<file path="src/rtl/alu_control_unit_pkg.sv">
// rtl/alu_control_unit_pkg.sv - opcode constants and sequencer state encoding
package alu_control_unit_pkg;

    typedef enum logic [1:0] {
        T0 = 2'd0,
        T1 = 2'd1,
        T2 = 2'd2,
        T3 = 2'd3
    } state_t;

    // Opcodes 0000-0101 match the ALU's own operation encoding.
    localparam logic [3:0] OP_ADD = 4'b0000;
    localparam logic [3:0] OP_SUB = 4'b0001;
    localparam logic [3:0] OP_SLT = 4'b0010;
    localparam logic [3:0] OP_SLL = 4'b0011;
    localparam logic [3:0] OP_SLR = 4'b0100;
    localparam logic [3:0] OP_AND = 4'b0101;
    localparam logic [3:0] OP_MV  = 4'b0110;
    localparam logic [3:0] OP_MVI = 4'b0111;

    function automatic logic is_alu_op(input logic [3:0] op);
        return op <= OP_AND;
    endfunction

endpackage

</file>
<file path="src/rtl/alu_control_unit_dec3to8.sv">
// rtl/alu_control_unit_dec3to8.sv - register select to one-hot decoder with enable
module dec3to8 #(
    parameter int SEL_W = 3
) (
    input  logic                 en,
    input  logic [SEL_W-1:0]     sel,
    output logic [2**SEL_W-1:0]  onehot
);

    always_comb begin
        onehot = '0;
        if (en) begin
            onehot[sel] = 1'b1;
        end
    end

endmodule

</file>
<file path="src/rtl/alu_control_unit.sv">
// rtl/alu_control_unit.sv - multicycle instruction sequencer driving the ALU datapath
module alu_control_unit
    import alu_control_unit_pkg::*;
#(
    parameter int DATA_W = 16,
    parameter int OP_W   = 4,
    parameter int REG_W  = 3
) (
    input  logic                  Clock,
    input  logic                  Resetn,
    input  logic                  Run,
    input  logic [DATA_W-1:0]     DIN,
    output logic                  IRin,
    output logic [2**REG_W-1:0]   Rin,
    output logic [2**REG_W-1:0]   Rout,
    output logic                  Ain,
    output logic                  Gin,
    output logic                  Gout,
    output logic                  DINout,
    output logic [OP_W-1:0]       alu_op,
    output logic                  Done
);

    localparam int NREG = 2**REG_W;
    localparam int RX_HI = DATA_W - OP_W - 1;
    localparam int RY_HI = RX_HI - REG_W;
    localparam int LOW_W = DATA_W - OP_W - 2*REG_W;

    state_t            state_q, state_d;
    logic [DATA_W-1:0] ir_q, ir_d;

    logic [OP_W-1:0]   opcode;
    logic [REG_W-1:0]  rx_sel, ry_sel;
    logic [NREG-1:0]   rx_onehot, ry_onehot;
    logic [LOW_W-1:0]  unused_ir_low;

    assign opcode        = ir_q[DATA_W-1 -: OP_W];
    assign rx_sel        = ir_q[RX_HI -: REG_W];
    assign ry_sel        = ir_q[RY_HI -: REG_W];
    assign unused_ir_low = ir_q[LOW_W-1:0];

    // Decoders are disabled under reset so no register select can leak out.
    dec3to8 #(.SEL_W(REG_W)) u_dec_rx (
        .en     (Resetn),
        .sel    (rx_sel),
        .onehot (rx_onehot)
    );

    dec3to8 #(.SEL_W(REG_W)) u_dec_ry (
        .en     (Resetn),
        .sel    (ry_sel),
        .onehot (ry_onehot)
    );

    always_ff @(posedge Clock or negedge Resetn) begin
        if (!Resetn) begin
            state_q <= T0;
            ir_q    <= '0;
        end else begin
            state_q <= state_d;
            ir_q    <= ir_d;
        end
    end

    always_comb begin
        state_d = state_q;
        ir_d    = ir_q;
        case (state_q)
            T0: begin
                if (Run) begin
                    ir_d    = DIN;
                    state_d = T1;
                end
            end
            T1:      state_d = is_alu_op(opcode) ? T2 : T0;
            T2:      state_d = T3;
            T3:      state_d = T0;
            default: state_d = T0;
        endcase
    end

    // Every output is forced low while Resetn is asserted, including IRin in T0.
    always_comb begin
        IRin   = 1'b0;
        Rin    = '0;
        Rout   = '0;
        Ain    = 1'b0;
        Gin    = 1'b0;
        Gout   = 1'b0;
        DINout = 1'b0;
        alu_op = '0;
        Done   = 1'b0;
        if (Resetn) begin
            case (state_q)
                T0: IRin = Run;
                T1: begin
                    if (is_alu_op(opcode)) begin
                        Rout   = rx_onehot;
                        Ain    = 1'b1;
                        alu_op = opcode;
                    end else if (opcode == OP_MV) begin
                        Rout = ry_onehot;
                        Rin  = rx_onehot;
                        Done = 1'b1;
                    end else if (opcode == OP_MVI) begin
                        DINout = 1'b1;
                        Rin    = rx_onehot;
                        Done   = 1'b1;
                    end else begin
                        Done = 1'b1;
                    end
                end
                T2: begin
                    Rout   = ry_onehot;
                    Gin    = 1'b1;
                    alu_op = opcode;
                end
                T3: begin
                    Gout   = 1'b1;
                    Rin    = rx_onehot;
                    Done   = 1'b1;
                    alu_op = opcode;
                end
                default: ;
            endcase
        end
    end

endmodule

</file>
<file path="config.mk">
export PLATFORM = sky130hd
export DESIGN_NAME = alu_control_unit
export DESIGN_NICKNAME = d
export VERILOG_FILES = /design/src/rtl/alu_control_unit_pkg.sv /design/src/rtl/alu_control_unit_dec3to8.sv /design/src/rtl/alu_control_unit.sv
export SDC_FILE = /design/constraint.sdc
export NUM_CORES = 1
export LEC_CHECK = 0
export ABC_AREA = 1
export CORE_UTILIZATION = 35
export CTS_CLUSTER_SIZE = 16
export DETAILED_ROUTE_END_ITERATION = 12
export PLACE_DENSITY = 0.69
export SYNTH_ARGS = -nofsm -noshare
export SYNTH_HDL_FRONTEND = slang
export SYNTH_HIERARCHICAL = 1
export SYNTH_SLANG_ARGS = --single-unit
</file>
<file path="constraint.sdc">
create_clock -name Clock -period 2 [get_ports Clock]
set_clock_uncertainty 0.15 [all_clocks]
set_input_delay 0.4 -clock Clock [delete_from_list [all_inputs] [get_ports Clock]]
set_output_delay 0.4 -clock Clock [all_outputs]
set_load 0.05 [all_outputs]
</file>
==> out/results.tsv, run 1 <==
stage	metric	value	unit
sta	hold_viol_final	0	
global_route	grt_util_all_layers	27.59	%
setup_path	startpoint_type	flip-flop	
floorplan	rows	18	
floorplan	initial_utilization	38.45	%
floorplan	dieWidth	55.11	microns
final_layout	multi_input_area	900.9	sq um
floorplan	die_area	0.003037	sq mm
final_layout	nFillCells	127	
clocking	cts.clk_slew.worst_paths	0.08	ns
yosys	synth-main-ff-cell	dfrtp_1	
yosys	synth_area	987.2	sq um
clocking	clockRootBuffer	clkbuf_4	
final_layout	syn_to_final_growth	124.1	%
final_layout	instances_no_fill	237	
setup_path	cp_data_required_time	1.45	ns
setup_path	cp_data_arrival_time	1.79	ns
power	leakage	0.8985	nW
yosys	synthArstFlopShare	100.0	%
global_route	grt_max_degree	13	
power	ir_worst_vdd	1153	uV
floorplan	die_h	55.11	microns
clocking	clock_path_buffers	2	
power	power	2.726	mW
setup_path	path_max_fanout	8	
yosys	syn_avg_cell_area	6.808	sq um
yosys	ys_seq_area_share	30.42	%
final_layout	final_cell_mix	buf_12 (28), nand2_1 (23), inv_1 (20)	
global_route	grt-ovfl-total	0	
sta	rsz0062_at_grt	true	
placed_design	place_ws	-0.4107	ns
yosys	synth-seq-cells	12	
yosys	postSynthCellCount	145	
floorplan	ios	45	
final_layout	fin_nets	232	
routing	vias	1215	
yosys	yosysUniqueCellTypes	20	
outcome	status	finished, violations left	
final_layout	seq_area	301.5	sq um
setup_path	r2r_end	ir_q[6]	
setup_path	setup.worst_path.end_class	output port	
sta	min_period	2.342	ns
routing	ant_nets	0	
clocking	cts_buffers	3	
clocking	clock_latency	0.28	ns
final_layout	layout_commonest_cell	buf_12	
global_route	grt_antenna_before_repair	0	
setup_path	crit_type	reg2out	
final_layout	final_util	86.16	%
clocking	htree_levels	1	
yosys	synth_fp_nets	169	
setup_path	ff2ff_path_depth	6	
sta	fmax	0.4269	GHz
setup_path	r2r_slack	0.27	ns
yosys	synth_edf_count	0	
sta	fin_crit_sh	117.1	%
sta	worst_pin_slew	0.2647	ns
outcome	violations	negative setup slack	
yosys	ys_warn_count	6	
routing	dr.pass1.iters	4	
routing	wirelength	3785	microns
min_path	min_path_type	in2async	
power	p_per_area	1232	mW/mm^2
sta	maxSlewHeadroom	82.29	%
sta	finalSetupTns	-7.018	ns
placed_design	place_congestion	0.7872	
sta	slew_violations	0	
clocking	holdBufCountCts	0	
final_layout	antennaDiodeCount	0	
run	drv_cap	0	
floorplan	core_area	0.002567	sq mm
placed_design	dp_hpwl	2573	microns
clocking	cts.sinks	12	
global_route	grt_pass1_vias	1320	
global_route	grt_first_pass_wirelength	5768	microns
routing	via_per_inst	5.127	
placed_design	port_buffers	38	
routing	drc	0	
sta	postLayoutSetupSlackWorst	-0.3422	ns
clocking	cts_tree	built	
placed_design	dp_cells	227	
routing	wire_per_inst	15.97	microns
final_layout	final_layout_size_suffix_gt1_share	56.04	%
sta	setup_violations	24	
routing	drt_iter0_markers	46	
[Yosys cell counts, types with 2 or more instances]
cell,instances,area (sq um)
nand3_1,2,10.01
dfrtp_1,12,300.3
inv_2,3,11.26
o21ai_0,2,10.01
inv_1,24,90.09
nor3b_2,2,25.02
a21oi_1,11,55.05
ha_1,5,62.56
mux2_2,8,90.09
nand2_1,37,138.9
nor2_1,30,112.6
[registers in the layout, summed over array words and instances, names as in the netlist, named ones only]
| signal | cells |
|---|---|
| ir_q | 10 |
| state_q | 1 |
[kinds of logic after synthesis]
| kind of cell | synth area share (%) |
|---|---|
| and+or+nand+nor | 33.21 |
| buffers and inverters | 10.77 |
| AOI/OAI and AO/OA | 10.14 |
| DFF | 30.42 |
| muxes | 9.126 |
| adders and majority gates | 6.337 |
[per-stage QoR]
step | hold slack [ns] | cell area (sq um)
detailed placement | 0.3906 | 1964
floorplan | -0.04559 | 1166
CTS | 0.2244 | 2168
global placement | 0.3669 | 1964
finish | 0.2373 | 2212
global route | 0.2238 | 2212
[worst max-delay path, stage by stage, from the launching register on]
cell and delay [ns]:
dfrtp_1 0.43, inv_2 0.10, ha_4 0.14, inv_2 0.05, nor2_4 0.13, buf_4 0.15
a31oi_4 0.09, buf_12 0.16, nor2_4 0.11, buf_12 0.14
[how the worst max path moves through the flow]
stage                      endpoint  depth (start not counted)        from  slack (ns)
after floorplan           alu_op[3]                          4  state_q[0]       -0.14
after global placement       Rin[3]                          6      Resetn       -0.38
after detailed placement     Rin[7]                          6      Resetn       -0.41
after CTS                   Rout[6]                          9   flip-flop       -0.32
after global routing      alu_op[2]                          9   flip-flop       -0.42
final                        Rin[7]                          9   flip-flop       -0.34
[area by class of cell]
type | instances | share of cell area (%)
Clock buffer | 4 | 1.640
Timing Repair Buffer | 59 | 37.50
Sequential cell | 12 | 13.63
Inverter | 27 | 4.808
Multi-Input combinational cell | 105 | 40.72
Tap cell | 30 | 1.697
[layer usage]
layer	vias up	GRT usage, %	part of all wire [%]
met2	39	55.02	58
li1	573	-	-
met3	10	7.377	3.8
met5	-	0	0
met1	593	26.73	36
met4	0	9.167	1.8
[power by group]
part / internal, mW / leakage (nW) / total (mW) / switching [mW]
logic: 0.856 / 0.739 / 2.02 / 1.16
clock network: 0.111 / 0.0210 / 0.200 / 0.0888
registers: 0.370 / 0.139 / 0.507 / 0.137
total: 1.34 / 0.898 / 2.73 / 1.39
[timing repair]
| action | in CTS | in global routing |
|---|---|---|
| setup endpoints to repair | 26 | 26 |
| buffers inserted | 6 | 1 |
| pin swaps | 11 | 7 |
| gates cloned | 0 | 0 |
| resized for setup | 30 | 9 |
No activity file was read; power rests on OpenSTA's default activity.
==> run 2, diff against run 1 <==
Settings changed: CORE_UTILIZATION 35 to 41, PLACE_DENSITY 0.69 to 0.79.
==> run 2 against run 1 <==
Effect of this change: the run now fails in 4_1_cts; synthesized cell count stayed put; synthesized area is the same.
==> out/results.tsv, run 2 <==
stage	metric	value	unit
floorplan	dieWidth	51.07	microns
placed_design	dp_cells	224	
outcome	status	aborted with a tool error	
yosys	synthArstFlopShare	100.0	%
yosys	synth_area	987.2	sq um
yosys	synth_edf_count	0	
clocking	clock_path_buffers	2	
yosys	yosysUniqueCellTypes	20	
yosys	yosys.area_share.simple	33.21	%
yosys	yosysMostFrequentCell	nand2_1	
floorplan	ios	45	
yosys	syn_avg_cell_area	6.808	sq um
clocking	holdBufCountCts	0	
clocking	cts.sinks	12	
yosys	ys_warn_count	6	
placed_design	port_buffers	38	
yosys	synth.area.mux_share	9.125	%
outcome	error_line	[ERROR DPL-0033] detailed placement checks failed during check placement.	
yosys	synth_top_area_share	30.42	%
yosys	synth-seq-cells	12	
placed_design	place_congestion	0.8393	
clocking	clockRootBuffer	clkbuf_4	
yosys	synth_area_leader_cell	dfrtp_1	
clocking	post_cts_resized	35	
yosys	synth_commonest_cells	nand2_1 (37), nor2_1 (30), inv_1 (24)	
clocking	postCtsSetupBuffers	5	
clocking	cts_buffers	3	
yosys	synth_area_leaders	dfrtp_1 (30%), nand2_1 (14%), nor2_1 (11%)	
floorplan	die_h	51.07	microns
yosys	synth_top_family_by_area	simple AND/OR/NAND/NOR gates	
yosys	synth_compound_area_share	10.14	%
yosys	yosys.area_share.xor_xnor	0	%
clocking	htree_levels	1	
yosys	synthAdderAreaFrac	6.337	%
floorplan	rows	17	
yosys	postSynthCellCount	145	
floorplan	initial_utilization	44.20	%
placed_design	dp_hpwl	2944	microns
yosys	synth_fp_nets	169	
yosys	synth-main-ff-cell	dfrtp_1	
yosys	ys_seq_area_share	30.42	%
outcome	lastStage	4_1_cts	
==> run 2: through the flow <==
stage	cell area (sq um)	setup TNS, ns	worst slack (ns)	utilization (%)
after detailed placement	1979	-7.091	-0.3932	88.63
after global placement	1979	-6.216	-0.3126	88.63
after floorplan	1166	-1.409	-0.1352	-
==> run 2: kinds of logic after synthesis <==
kind of cell             Yosys count
AND/OR/NAND/NOR                   76
buffers and inverters             28
AO/OA/AOI/OAI                     16
flip-flops                        12
multiplexers                       8
adder cells (fa/ha/maj)            5
==> run 3, diff against run 2 <==
Settings changed: CORE_UTILIZATION 41 to 27, CTS_CLUSTER_SIZE 16 to not set, PLACE_DENSITY 0.79 to not set, PLACE_DENSITY_LB_ADDON set to 0.15.
==> run 3 against run 2 <==
Effect of this change: the flow now finishes, with violations (negative setup slack).
==> out/results.tsv, run 3 (synthesized netlist as in run 1, its figures left out) <==
stage	metric	value	unit
floorplan	ios	45	
global_route	grt_max_degree	13	
setup_path	r2r_slack	0.26	ns
placed_design	port_buffers	38	
sta	min_period	2.291	ns
global_route	grt_pass1_vias	1213	
routing	vias	1135	
global_route	grt-ovfl-total	0	
global_route	grt_antenna_before_repair	0	
min_path	min_path_type	in2async	
setup_path	ff2ff_path_depth	6	
placed_design	place_congestion	0.8542	
floorplan	dieWidth	62.47	microns
floorplan	rows	21	
floorplan	die_h	62.47	microns
setup_path	r2r_end	ir_q[7]	
sta	worst_pin_slew	0.3152	ns
setup_path	setup.worst_path.end_class	output port	
floorplan	die_area	0.003902	sq mm
power	leakage	0.8833	nW
setup_path	cp_data_required_time	1.45	ns
setup_path	startpoint_type	flip-flop	
final_layout	layout_commonest_cell	buf_12	
routing	via_per_inst	4.469	
final_layout	antennaDiodeCount	0	
setup_path	crit_type	reg2out	
sta	rsz0062_at_grt	true	
sta	slew_violations	0	
final_layout	final_layout_size_suffix_gt1_share	56.25	%
run	drv_cap	0	
sta	maxSlewHeadroom	78.89	%
setup_path	cp_data_arrival_time	1.74	ns
setup_path	path_max_fanout	8	
clocking	cts.clk_slew.worst_paths	0.08	ns
final_layout	largest_reg_flops	10	
sta	fmax	0.4364	GHz
outcome	violations	negative setup slack	
global_route	grt_first_pass_wirelength	5333	microns
clocking	cts_tree	built	
outcome	status	finished, violations left	
final_layout	fin_nets	234	
clocking	htree_levels	1	
placed_design	dpl_cell_area	0.001999	sq mm
routing	drt_iter0_markers	23	
clocking	cts_buffers	3	
clocking	clock_latency	0.28	ns
floorplan	initial_utilization	28.90	%
routing	ant_nets	0	
sta	fin_crit_sh	114.6	%
final_layout	fin_area	0.002235	sq mm
routing	wire_per_inst	12.11	microns
sta	postLayoutSetupSlackWorst	-0.2913	ns
clocking	clock_path_buffers	2	
routing	drc	0	
routing	dr.pass1.iters	4	
final_layout	syn_to_final_growth	126.4	%
final_layout	reg_top3	ir_q x10, state_q x1	
placed_design	dp_hpwl	2321	microns
sta	setup_violations	24	
final_layout	final_util	65.42	%
global_route	grt_util_all_layers	17.13	%
power	p_per_area	1171	mW/mm^2
floorplan	core_area	0.003416	sq mm
final_layout	regMostFlops	ir_q	
clocking	cts.sinks	12	
clocking	clockRootBuffer	clkbuf_4	
final_layout	final_cell_mix	buf_12 (28), nand2_1 (23), inv_1 (19)	
sta	hold_viol_final	0	
routing	wirelength	3076	microns
power	ir_worst_vdd	747.5	uV
-- run 3: per-stage QoR --
stage | instances | setup WS (ns) | total power [mW] | hold WS [ns] | TNS (ns)
2_1_floorplan | 145 | -0.1352 | 1.514 | -0.04559 | -1.409
3_3_place_gp | 245 | -0.3282 | 2.131 | 0.3696 | -6.323
3_5_place_dp | 245 | -0.3342 | 2.169 | 0.3774 | -6.423
4_1_cts | 253 | -0.2785 | 2.531 | 0.1783 | -5.349
5_1_grt | 254 | -0.3942 | 2.791 | 0.1819 | -7.574
6_report | 254 | -0.2913 | 2.617 | 0.1790 | -5.541
-- run 3: where the power goes --
part	internal, mW	total (mW)	leakage (nW)	switching [mW]
clock	0.0698	0.155	0.0138	0.0851
combinational	0.865	1.98	0.731	1.11
sequential	0.370	0.487	0.139	0.117
total	1.30	2.62	0.883	1.31
-- run 3: layer usage --
layer | vias to the layer above | track usage [%] | part of all wire, %
met5 | - | 0 | 0
met4 | 0 | 6.977 | 1.1
met3 | 4 | 2.737 | 5.6
met2 | 40 | 30.98 | 52
met1 | 520 | 19.84 | 41
li1 | 571 | - | -
-- run 3: worst max path at each step --
stage / start / to / slack (ns)
floorplan: state_q[0] / alu_op[3] / -0.14
finish: flip-flop / Rout[4] / -0.29
CTS: flip-flop / Rout[4] / -0.28
global placement: Resetn / Rin[6] / -0.33
global route: flip-flop / Rout[5] / -0.39
detailed placement: Resetn / Rin[2] / -0.33
-- run 3: cell type report --
class | count | area (sq um)
Fill cell | 280 | 1181
Multi-Input combinational cell | 105 | 893.4
Timing Repair Buffer | 60 | 845.8
Sequential cell | 12 | 301.5
Inverter | 27 | 106.4
Tap cell | 46 | 57.56
Clock buffer | 3 | 22.52
Timing Repair inverter | 1 | 7.507
-- run 3: critical path, stage by stage (launching register included) --
cell     delay (ns)
dfrtp_1        0.41
inv_2          0.08
ha_4           0.13
inv_2          0.04
nor2_4         0.13
nand3_2        0.11
nand2_4        0.14
nand2_1        0.10
a21oi_4        0.16
buf_12         0.15
-- run 3: repair_timing --
item | in CTS | in global routing
setup buffers | 3 | 1
hold buffers | 0 | 0
gates resized for setup | 33 | 9
pin swaps | 6 | 4
setup endpoints to repair | 26 | 26
gates cloned | 2 | 0
